### src/rtl/trap_sequencer_pkg.sv
// ---------------------------------------------------------------------------
// trap_sequencer_pkg
// Shared definitions for the trap sequencer: sequencer state encoding, trap
// target encoding, CSR addresses written during trap entry, bit positions
// inside mstatus/dcsr, and privilege encodings.
// ---------------------------------------------------------------------------
package trap_sequencer_pkg;

  typedef enum logic [2:0] {
    IDLE,
    FLUSH,
    W_EPC,
    W_CAUSE,
    W_TVAL,
    W_STATUS,
    REDIRECT
  } state_e;

  typedef enum logic [1:0] {
    TGT_M,
    TGT_S,
    TGT_D
  } target_e;

  localparam logic [11:0] CSR_MSTATUS = 12'h300;
  localparam logic [11:0] CSR_MEPC    = 12'h341;
  localparam logic [11:0] CSR_MCAUSE  = 12'h342;
  localparam logic [11:0] CSR_MTVAL   = 12'h343;
  localparam logic [11:0] CSR_SSTATUS = 12'h100;
  localparam logic [11:0] CSR_SEPC    = 12'h141;
  localparam logic [11:0] CSR_SCAUSE  = 12'h142;
  localparam logic [11:0] CSR_STVAL   = 12'h143;
  localparam logic [11:0] CSR_DCSR    = 12'h7B0;
  localparam logic [11:0] CSR_DPC     = 12'h7B1;

  localparam int MSTATUS_SIE    = 1;
  localparam int MSTATUS_MIE    = 3;
  localparam int MSTATUS_SPIE   = 5;
  localparam int MSTATUS_MPIE   = 7;
  localparam int MSTATUS_SPP    = 8;
  localparam int MSTATUS_MPP_LO = 11;

  localparam int DCSR_CAUSE_LO = 6;
  localparam int DCSR_PRV_LO   = 0;

  localparam logic [1:0] PRIV_S = 2'd1;
  localparam logic [1:0] PRIV_M = 2'd3;

endpackage

### src/rtl/trap_vector_calc.sv
// ---------------------------------------------------------------------------
// trap_vector_calc
// Combinational trap vector computation.
//   target_i   : selected trap target (M, S or debug)
//   tvec_i     : xtvec value of the selected target (mode in bits [1:0])
//   cause_lo_i : low six bits of the cause code, used as vector index
//   async_i    : trap is an interrupt
//   vec_pc_o   : PC the frontend is redirected to
// Vectored mode only applies to interrupts; synchronous exceptions always go
// to the base address. Debug entry ignores tvec and uses DEBUG_ENTRY.
// ---------------------------------------------------------------------------
module trap_vector_calc
  import trap_sequencer_pkg::*;
#(
  parameter int                XLEN        = 64,
  parameter logic [XLEN-1:0]   DEBUG_ENTRY = 'h800
) (
  input  target_e           target_i,
  input  logic [XLEN-1:0]   tvec_i,
  input  logic [5:0]        cause_lo_i,
  input  logic              async_i,
  output logic [XLEN-1:0]   vec_pc_o
);

  logic [XLEN-1:0] base;

  assign base = tvec_i & ~XLEN'(3);

  always_comb begin
    vec_pc_o = base;
    if (target_i == TGT_D) begin
      vec_pc_o = DEBUG_ENTRY;
    end else if (tvec_i[1:0] == 2'b01 && async_i) begin
      vec_pc_o = base + (XLEN'(cause_lo_i) << 2);
    end
  end

endmodule

### src/rtl/trap_sequencer.sv
// ---------------------------------------------------------------------------
// trap_sequencer
// Turns a trap decision from commit into its architectural side effects:
// a one-cycle pipeline flush, the CSR writes of trap entry over the shared
// CSR write port, then a privilege update together with a PC redirect.
//
// Ports:
//   clk, rst          : clock, synchronous active-high reset
//   priv              : current privilege level
//   trap_valid/ready  : request handshake, ready only while idle
//   trap_m/s/d        : trap target decision (debug > M > S)
//   trap_cause/async/dcause/pc/tval : trap information, latched at accept
//   csr_mtvec/stvec/mstatus/dcsr    : CSR values, latched at accept
//   csr_we/waddr/wdata, csr_wready  : shared CSR write port
//   flush             : pipeline flush pulse
//   priv_we/priv_next : privilege update
//   debug_mode_set    : debug mode entry, pulses with priv_we
//   redirect_valid/pc : frontend redirect
//   busy              : sequence in progress
//
// Build option: define DEBUG_EN to honour trap_d and enable the debug entry
// path (DPC/DCSR writes, debug_mode_set). Without it trap_d and trap_dcause
// are ignored and debug_mode_set is tied low.
// ---------------------------------------------------------------------------
module trap_sequencer
  import trap_sequencer_pkg::*;
#(
  parameter int              XLEN        = 64,
  parameter logic [XLEN-1:0] DEBUG_ENTRY = 'h800
) (
  input  logic              clk,
  input  logic              rst,
  input  logic [1:0]        priv,
  input  logic              trap_m,
  input  logic              trap_s,
  input  logic              trap_d,
  input  logic              trap_valid,
  output logic              trap_ready,
  input  logic [XLEN-1:0]   trap_cause,
  input  logic              trap_async,
  input  logic [2:0]        trap_dcause,
  input  logic [XLEN-1:0]   trap_pc,
  input  logic [XLEN-1:0]   trap_tval,
  input  logic [XLEN-1:0]   csr_mtvec,
  input  logic [XLEN-1:0]   csr_stvec,
  input  logic [XLEN-1:0]   csr_mstatus,
  input  logic [XLEN-1:0]   csr_dcsr,
  output logic              csr_we,
  output logic [11:0]       csr_waddr,
  output logic [XLEN-1:0]   csr_wdata,
  input  logic              csr_wready,
  output logic              flush,
  output logic              priv_we,
  output logic [1:0]        priv_next,
  output logic              debug_mode_set,
  output logic              redirect_valid,
  output logic [XLEN-1:0]   redirect_pc,
  output logic              busy
);

  state_e            state_q, state_d;
  target_e           target_q;
  target_e           newTarget;
  logic              hasTarget;
  logic              accept;

  logic [XLEN-2:0]   cause_q;
  logic              async_q;
  logic [XLEN-1:0]   pc_q;
  logic [XLEN-1:0]   tval_q;
  logic [1:0]        priv_q;
  logic [XLEN-1:0]   tvec_q;
  logic [XLEN-1:0]   mstatus_q;

  logic              flush_q, flush_d;
  logic              csrWe_q, csrWe_d;
  logic [11:0]       csrWaddr_q, csrWaddr_d;
  logic [XLEN-1:0]   csrWdata_q, csrWdata_d;
  logic              privWe_q, privWe_d;
  logic [1:0]        privNext_q, privNext_d;
  logic              redirectValid_q, redirectValid_d;
  logic [XLEN-1:0]   redirectPc_q, redirectPc_d;

  logic [XLEN-1:0]   statusData;
  logic [XLEN-1:0]   vecPc;

`ifdef DEBUG_EN
  logic [2:0]        dcause_q;
  logic [XLEN-1:0]   dcsr_q;
  logic              debugSet_q, debugSet_d;
  logic              unused_bits;

  assign unused_bits = trap_cause[XLEN-1];
`else
  logic              unused_bits;

  assign unused_bits = ^{trap_cause[XLEN-1], trap_d, trap_dcause, csr_dcsr};
`endif

  // Target priority: debug beats machine beats supervisor. A request with
  // no target bit set is not a trap and is dropped.
  always_comb begin
    newTarget = trap_m ? TGT_M : TGT_S;
    hasTarget = trap_m | trap_s;
`ifdef DEBUG_EN
    if (trap_d) begin
      newTarget = TGT_D;
    end
    hasTarget = hasTarget | trap_d;
`endif
  end

  assign accept = trap_valid && (state_q == IDLE) && hasTarget;

  // Debug entry skips xCAUSE/xTVAL and goes straight from DPC to DCSR.
  always_comb begin
    state_d = state_q;
    case (state_q)
      IDLE:     if (accept) state_d = FLUSH;
      FLUSH:    state_d = W_EPC;
      W_EPC:    if (csr_wready) state_d = (target_q == TGT_D) ? W_STATUS : W_CAUSE;
      W_CAUSE:  if (csr_wready) state_d = W_TVAL;
      W_TVAL:   if (csr_wready) state_d = W_STATUS;
      W_STATUS: if (csr_wready) state_d = REDIRECT;
      REDIRECT: state_d = IDLE;
      default:  state_d = IDLE;
    endcase
  end

  // New status value: the previous interrupt enable is stacked, interrupts
  // are disabled and the trapping privilege is recorded.
  always_comb begin
    statusData = mstatus_q;
    case (target_q)
      TGT_S: begin
        statusData[MSTATUS_SPIE] = mstatus_q[MSTATUS_SIE];
        statusData[MSTATUS_SIE]  = 1'b0;
        statusData[MSTATUS_SPP]  = priv_q[0];
      end
`ifdef DEBUG_EN
      TGT_D: begin
        statusData = dcsr_q;
        statusData[DCSR_CAUSE_LO +: 3] = dcause_q;
        statusData[DCSR_PRV_LO +: 2]   = priv_q;
      end
`endif
      default: begin
        statusData[MSTATUS_MPIE]      = mstatus_q[MSTATUS_MIE];
        statusData[MSTATUS_MIE]       = 1'b0;
        statusData[MSTATUS_MPP_LO +: 2] = priv_q;
      end
    endcase
  end

  trap_vector_calc #(
    .XLEN        (XLEN),
    .DEBUG_ENTRY (DEBUG_ENTRY)
  ) u_vector (
    .target_i   (target_q),
    .tvec_i     (tvec_q),
    .cause_lo_i (cause_q[5:0]),
    .async_i    (async_q),
    .vec_pc_o   (vecPc)
  );

  // Outputs are decoded from the state being entered, so they are registered
  // and appear in the same cycle as the state. A stalled write keeps the same
  // state and therefore the same address/data.
  always_comb begin
    flush_d         = (state_d == FLUSH);
    csrWe_d         = 1'b0;
    csrWaddr_d      = '0;
    csrWdata_d      = '0;
    redirectValid_d = (state_d == REDIRECT);
    privWe_d        = (state_d == REDIRECT);
    privNext_d      = '0;
    redirectPc_d    = '0;
    case (state_d)
      W_EPC: begin
        csrWe_d    = 1'b1;
        csrWaddr_d = (target_q == TGT_S) ? CSR_SEPC :
                     (target_q == TGT_D) ? CSR_DPC  : CSR_MEPC;
        csrWdata_d = (target_q == TGT_D) ? pc_q : (pc_q & ~XLEN'(1));
      end
      W_CAUSE: begin
        csrWe_d    = 1'b1;
        csrWaddr_d = (target_q == TGT_S) ? CSR_SCAUSE : CSR_MCAUSE;
        csrWdata_d = {async_q, cause_q};
      end
      W_TVAL: begin
        csrWe_d    = 1'b1;
        csrWaddr_d = (target_q == TGT_S) ? CSR_STVAL : CSR_MTVAL;
        csrWdata_d = async_q ? '0 : tval_q;
      end
      W_STATUS: begin
        csrWe_d    = 1'b1;
        csrWaddr_d = (target_q == TGT_S) ? CSR_SSTATUS :
                     (target_q == TGT_D) ? CSR_DCSR    : CSR_MSTATUS;
        csrWdata_d = statusData;
      end
      REDIRECT: begin
        privNext_d   = (target_q == TGT_S) ? PRIV_S : PRIV_M;
        redirectPc_d = vecPc;
      end
      default: ;
    endcase
  end

`ifdef DEBUG_EN
  assign debugSet_d = (state_d == REDIRECT) && (target_q == TGT_D);
`endif

  always_ff @(posedge clk) begin
    if (rst) begin
      state_q         <= IDLE;
      target_q        <= TGT_M;
      cause_q         <= '0;
      async_q         <= 1'b0;
      pc_q            <= '0;
      tval_q          <= '0;
      priv_q          <= '0;
      tvec_q          <= '0;
      mstatus_q       <= '0;
      flush_q         <= 1'b0;
      csrWe_q         <= 1'b0;
      csrWaddr_q      <= '0;
      csrWdata_q      <= '0;
      privWe_q        <= 1'b0;
      privNext_q      <= '0;
      redirectValid_q <= 1'b0;
      redirectPc_q    <= '0;
`ifdef DEBUG_EN
      dcause_q        <= '0;
      dcsr_q          <= '0;
      debugSet_q      <= 1'b0;
`endif
    end else begin
      state_q         <= state_d;
      flush_q         <= flush_d;
      csrWe_q         <= csrWe_d;
      csrWaddr_q      <= csrWaddr_d;
      csrWdata_q      <= csrWdata_d;
      privWe_q        <= privWe_d;
      privNext_q      <= privNext_d;
      redirectValid_q <= redirectValid_d;
      redirectPc_q    <= redirectPc_d;
`ifdef DEBUG_EN
      debugSet_q      <= debugSet_d;
`endif
      if (accept) begin
        target_q  <= newTarget;
        cause_q   <= trap_cause[XLEN-2:0];
        async_q   <= trap_async;
        pc_q      <= trap_pc;
        tval_q    <= trap_tval;
        priv_q    <= priv;
        // Only the tvec of the chosen target is ever needed.
        tvec_q    <= (newTarget == TGT_S) ? csr_stvec : csr_mtvec;
        mstatus_q <= csr_mstatus;
`ifdef DEBUG_EN
        dcause_q  <= trap_dcause;
        dcsr_q    <= csr_dcsr;
`endif
      end
    end
  end

  assign trap_ready     = (state_q == IDLE);
  assign busy           = (state_q != IDLE);
  assign flush          = flush_q;
  assign csr_we         = csrWe_q;
  assign csr_waddr      = csrWaddr_q;
  assign csr_wdata      = csrWdata_q;
  assign priv_we        = privWe_q;
  assign priv_next      = privNext_q;
  assign redirect_valid = redirectValid_q;
  assign redirect_pc    = redirectPc_q;
`ifdef DEBUG_EN
  assign debug_mode_set = debugSet_q;
`else
  assign debug_mode_set = 1'b0;
`endif

endmodule

### config.mk
export PLATFORM = sky130hd
export DESIGN_NAME = trap_sequencer
export DESIGN_NICKNAME = d
export VERILOG_FILES = /design/src/rtl/trap_sequencer_pkg.sv /design/src/rtl/trap_vector_calc.sv /design/src/rtl/trap_sequencer.sv
export SDC_FILE = /design/constraint.sdc
export NUM_CORES = 1
export LEC_CHECK = 0
export ABC_CLOCK_PERIOD_IN_PS = 5100
export CORE_AREA = 2 2 240 242
export DETAILED_ROUTE_END_ITERATION = 8
export DIE_AREA = 0 0 242 244
export SETUP_SLACK_MARGIN = 0.15
export SLEW_MARGIN = 20
export SYNTH_ARGS = -nofsm -noshare
export SYNTH_HDL_FRONTEND = slang
export SYNTH_SLANG_ARGS = --single-unit
### constraint.sdc
create_clock -name clk -period 5.1 [get_ports clk]
set_input_delay 1.53 -clock clk [delete_from_list [all_inputs] [get_ports clk]]
set_output_delay 1.53 -clock clk [all_outputs]
set_load 0.01 [all_outputs]
==> results.cfg, run 1 <==
[run_status]
outcome = completed

[power_and_ir_drop]
switching_share_pct = 25.7
switchingPower_mw = 2.24
combPwrFrac_pct = 12.6
ir_drop_v = 0.000224
seqPwrFrac_pct = 45.6
p_leak_nw = 8.98
powerDensity_nw_per_um2 = 340
power_frac_clock_pct = 41.8
intPower_mw = 6.48
power_mw = 8.72

[clock_network]
clk_pin_slew_ns = 0.06
clock-sinks = 460
holdBufCountCts = 0
post_cts_resize_count = 0
cts_buffers = 51
cts_buffer_depth = 3
cts_root_buffer = clkbuf_16
postCtsSetupRepairBufs = 0
insertion_delay_ns = 0.60
htreeDepth = 2
tritoncts = yes

[timing]
rsz0062_at_grt = false
setup_ws_ns = 1.60
holdWs_ns = 0.452
hold_viol = 0
setup_violations = 0
fin_crit_ns = 3.50
finalClockSkew_ns = 0.0188
maxSlewHeadroom_pct = 37.5
setup_tns_ns = 0
maxSlewViolCount = 0
final.period_utilization_pct = 68.6
fmax_mhz = 286
worst_pin_slew_ns = 0.937

[worst_setup_path]
worst_ep_arrival_time_ns = 1.97
endpoint_kind = primary output
cp-start-kind = register
path_cells = nor3_2, buf_4, inv_1, clkdlybuf4s50_1
crit_path_top_delay_cell = dfxtp_1
cp.buffers_inverters = 3
cp.required_ns = 3.57
cpLargestDelayFamily = buffers and inverters
cp_max_fo = 9
slowest_delay_ns = 0.54
path_class = register to primary output

[synth]
netlist_top_cells_count = nand2_1, dfxtp_1, a21oi_1
ys_seq_area_share_pct = 50.7
ys_top_cells_by_area = dfxtp_1, nand2_1, a21oi_1, mux2i_1, a222oi_1
synth_area_per_cell_um2 = 8.37
ys_ff_latch = 460
synth.largest_area_cell = dfxtp_1
ys_warn_count = 0
async_flop_share_pct = 0
yosys_most_used_dff = dfxtp_1
synth_edf_count = 0
synthCells = 2170
netlist.area_leader.share_pct = 50.7
ys_types = 60
yosysMostFrequentCell = nand2_1
synth_area_um2 = 18200

[route]
routed_via_density = 5.07
drt-total-wl_mm = 64.4
routedWlPerCell_um = 19.0
num_vias = 17200
detail-route-antenna-nets = 0
drt_first_pass_iters = 8
drc = 0
drtIter0Drc = 1180

[die]
ioPinCount = 610
die_h_um = 244
start_util_pct = 32.3
row_count = 87
coreArea_um2 = 56200
dieArea_um2 = 59000
die_w_um = 242

[job]
drv_cap = 0

[placed_design]
gp_congestion = 0.894
placed_area_um2 = 23900
portBuffers = 529
hpwl_mm = 44.3
place_ws_ns = 1.16

[global_route]
grt_overflow = 0
first_global_vias = 16900
grt_pass1_wl_mm = 97.0
groute.usage.overall_pct = 20.8
grt_max_degree = 194
antenna_found_initial = 13

[final_layout]
final_area_um2 = 25600
fin_nets = 3068
drive_above_1_share_pct = 4.67
area_delta_synth_final_pct = 41.0

[min_path]
hold_path.class = register to register
==> logic make-up (layout without fill, tap and decap cells) <==
kind of cell,after synthesis,in the layout,share of synthesized area [%]
and+or+nand+nor,873,873,20.3
AOI/OAI and AO/OA,527,527,17.8
DFF,460,460,50.7
buffers and inverters,194,648,4.70
muxes,90,90,4.99
xor gates and xnor gates,18,18,0.868
adders and majority gates,7,7,0.524
other,1,16,0.0206
==> layout make-up <==
class / count / area [um2]
multi-input cells: 1525 / 8180
repair buffers: 554 / 5570
diodes: 6 / 15.0
inverters: 8 / 30.0
flip-flops and latches: 460 / 9210
clock buffers: 73 / 1470
clock inverters: 13 / 189
fillers: 5516 / 30600
well taps: 756 / 946
==> per-stage QoR <==
step,utilization [%],instances
floorplan,-,2179
global placement,42.6,3303
detailed placement,42.6,3303
CTS,45.6,3389
global route,45.6,3391
finish,45.6,3395
==> metal layers <==
layer	GRT usage (%)	vias to the layer above	wire, um
met5	0	-	97
met4	5.76	14	1410
met3	7.00	98	5910
met2	35.7	591	30600
met1	24.8	8157	26400
li1	-	8358	-
==> worst paths after layout <==
path	slack, ns	cells past startpoint	to	startpoint
setup / recovery	1.60	4	busy	state_q[2]$_SDFF_PP0_
hold / removal	0.45	2	mstatus_q[5]$_SDFFE_PP0P_	mstatus_q[5]$_SDFFE_PP0P_
setup reg to reg	2.28	5	redirect_pc[37]$_SDFF_PP0_	async_q$_SDFFE_PP0P_
hold reg to reg	0.45	2	mstatus_q[5]$_SDFFE_PP0P_	mstatus_q[5]$_SDFFE_PP0P_
==> state kept, by name (all words and copies together), names as in the netlist <==
| signal | cells |
|---|---|
| pc_q | 63 |
| redirect_valid | 1 |
| priv_q | 2 |
| csr_waddr | 5 |
| csr_wdata | 64 |
| cause_q | 63 |
| redirect_pc | 62 |
| mstatus_q | 64 |
| state_q | 3 |
| priv_next | 2 |
| target_q | 1 |
| async_q | 1 |
| tvec_q | 64 |
| flush | 1 |
| tval_q | 64 |
==> placed cells by master, fill, tap and decap left out, types with 6 or more instances in the layout <==
master,instances
nand2_1,628
nand4_1,22
nor2_1,96
mux2i_1,85
dfxtp_1,460
a21oi_1,349
nand3_1,22
clkdlybuf4s50_1,527
clkbuf_1,12
and3_1,7
ha_1,6
xnor2_1,15
or4_1,8
o21ai_0,11
a211oi_1,66
buf_12,7
nor3_1,15
buf_4,19
clkbuf_16,52
a222oi_1,63
conb_1,10
and4_1,9
inv_1,8
diode_2,6
clkbuf_8,9
or3_1,11
nor4_1,8
nand2b_1,24
o31ai_1,7
==> power groups by stage <==
stage	Combinational, mW	Clock, mW	Sequential (mW)
4_1_cts	1.11	3.74	3.97
2_1_floorplan	0.605	0	3.99
3_3_place_gp	1.09	0	4.04
3_5_place_dp	1.11	0	4.05
6_report	1.10	3.64	3.98
5_1_grt	1.21	3.89	4.00
==> worst min-delay path, cell delays in order, from the launching register on <==
cell,delay (ns)
dfxtp_1,0.31
nand2_1,0.05
a21oi_1,0.05
Note: power is estimated with default switching activity, not from simulation.
==> run 2, diff against run 1 <==
ABC_CLOCK_PERIOD_IN_PS = 3200   (was 5100)
clock period = 3.2 ns   (was 5.1 ns; I/O delays follow)
==> run 2 against run 1 <==
  * Clock-buffer cell count stayed put
  * Power up 60%
  * Highest routed layer unchanged
  * Routed wire length grew 0.76%
  * Critical path type unchanged
  * Largest power group unchanged
  * Largest cell class unchanged
  * Sequential share of layout area fell by 0.44 points
  * First-iteration DRC count up 12%
  * Critical path depth is 2 lower
  * Sequential power is 59% higher
  * Setup slack got worse by 1.4 ns
  * Final area up 1.2%
  * Worst hold slack better by 0.00064 ns
  * Via count increased by 0.57%
==> results.cfg, run 2 (synthesized netlist as in run 1, its figures left out) <==
[run_status]
outcome = completed

[clock_network]
cts_buffers = 51
post_cts_resize_count = 1
insertion_delay_ns = 0.61
postCtsSetupRepairBufs = 0
clk_pin_slew_ns = 0.06
cts_buffer_depth = 3
clock-sinks = 460
holdBufCountCts = 0
htreeDepth = 2
cts_root_buffer = clkbuf_16
tritoncts = yes

[worst_setup_path]
slowest_delay_ns = 0.60
cp-start-kind = register
path_class = register to primary output
cp.required_ns = 2.24
path_cells = nor3_4, clkdlybuf4s50_1
endpoint_kind = primary output
cp_max_fo = 10
worst_ep_arrival_time_ns = 1.99
crit_path_top_delay_cell = clkdlybuf4s50_1

[route]
detail-route-antenna-nets = 0
drc = 0
routed_via_density = 5.06
drt_first_pass_iters = 7
drtIter0Drc = 1316
drt-total-wl_mm = 64.9
routedWlPerCell_um = 19.0
num_vias = 17300

[final_layout]
area_delta_synth_final_pct = 42.8
final_cell_mix = nand2_1, clkdlybuf4s50_1, dfxtp_1, a21oi_1, nor2_1
fin_nets = 3091
final_common_cell = nand2_1
drive_above_1_share_pct = 5.49
layoutNonFillerInstCount = 3422

[global_route]
first_global_vias = 17000
grt_overflow = 0
antenna_found_initial = 19
grt_pass1_wl_mm = 98.4
groute.usage.overall_pct = 21.2
grt_max_degree = 173

[die]
coreArea_um2 = 56200
start_util_pct = 32.3
die_h_um = 244
row_count = 87
die_w_um = 242
dieArea_um2 = 59000
ioPinCount = 610

[timing]
worst_pin_slew_ns = 0.943
fmax_mhz = 339
setup_violations = 0
finalClockSkew_ns = 0.0151
maxSlewHeadroom_pct = 36.7
hold_viol = 0
maxSlewViolCount = 0
final.period_utilization_pct = 92.3
rsz0062_at_grt = false
fin_crit_ns = 2.95
setup_tns_ns = 0

[placed_design]
portBuffers = 529
hpwl_mm = 45.3
placed_cells = 3326
gp_congestion = 0.897

[power_and_ir_drop]
powerDensity_nw_per_um2 = 539
ir_drop_v = 0.000400
power_frac_clock_pct = 41.6
seqPwrFrac_pct = 45.3
combPwrFrac_pct = 13.1
p_leak_nw = 9.16
switching_share_pct = 26.0
intPower_mw = 10.4
switchingPower_mw = 3.63

[min_path]
hold_path.class = register to register

[job]
drv_cap = 0
-- run 2: cell count changes in the layout (fill, tap and decap cells not counted), moves of 2 or more --
cell	delta
diode_2	+2
inv_6	+2
clkinvlp_4	-2
buf_4	+10
clkinv_2	+3
buf_12	+13
-- run 2: per-stage QoR --
| stage | setup WS [ns] | utilization (%) | hold WS [ns] | power [mW] | instance area [um2] |
|---|---|---|---|---|---|
| 2_1_floorplan | 0.769 | - | 0.432 | 7.32 | 18200 |
| 3_3_place_gp | 0.232 | 43.2 | 0.442 | 8.25 | 24300 |
| 3_5_place_dp | 0.207 | 43.2 | 0.446 | 8.29 | 24300 |
| 4_1_cts | 0.191 | 46.1 | 0.451 | 14.1 | 25900 |
| 5_1_grt | 0.172 | 46.2 | 0.467 | 14.6 | 25900 |
| 6_report | 0.248 | 46.2 | 0.453 | 14.0 | 25900 |
-- run 2: area by class of cell --
| type | count | area, um2 |
|---|---|---|
| timing repair buffer | 577 | 5910 |
| multi-input combinational | 1525 | 8180 |
| tap | 756 | 946 |
| antenna | 8 | 20.0 |
| sequential | 460 | 9210 |
| clock buffer | 73 | 1450 |
| inverter | 8 | 30.0 |
| clock inverter | 15 | 188 |
| fill | 5512 | 30200 |
-- run 2: path summary, 6_finish.rpt --
path,from,to,slack (ns),cells after the start
max,state_q[0]$_SDFF_PP0_,trap_ready,0.25,2
min,tval_q[11]$_SDFFE_PP0P_,csr_wdata[11]$_SDFF_PP0_,0.45,2
max reg2reg,cause_q[0]$_SDFFE_PP0P_,redirect_pc[38]$_SDFF_PP0_,0.54,7
min reg2reg,tval_q[11]$_SDFFE_PP0P_,csr_wdata[11]$_SDFF_PP0_,0.45,2
-- run 2: critical path, delay by kind of cell (launching register included) --
| kind | cells | cell delay, ns |
|---|---|---|
| and+or+nand+nor | 1 | 0.37 |
| DFF | 1 | 0.42 |
| buffers and inverters | 1 | 0.60 |
-- run 2: routing by layer --
layer	vias to the layer above	GRT usage, %	part of all wire [%]
li1	8415	-	-
met1	8131	25.8	41
met2	646	35.7	48
met3	101	6.57	9.1
met4	24	6.46	2.3
met5	-	0	0.25
-- run 2: power by group through the flow --
stage               logic, mW  registers (mW)  clock network (mW)
floorplan               0.964            6.36                   0
global placement         1.82            6.44                   0
detailed placement       1.84            6.45                   0
CTS                      1.85            6.33                5.96
global route             2.02            6.38                6.18
finish                   1.83            6.33                5.81
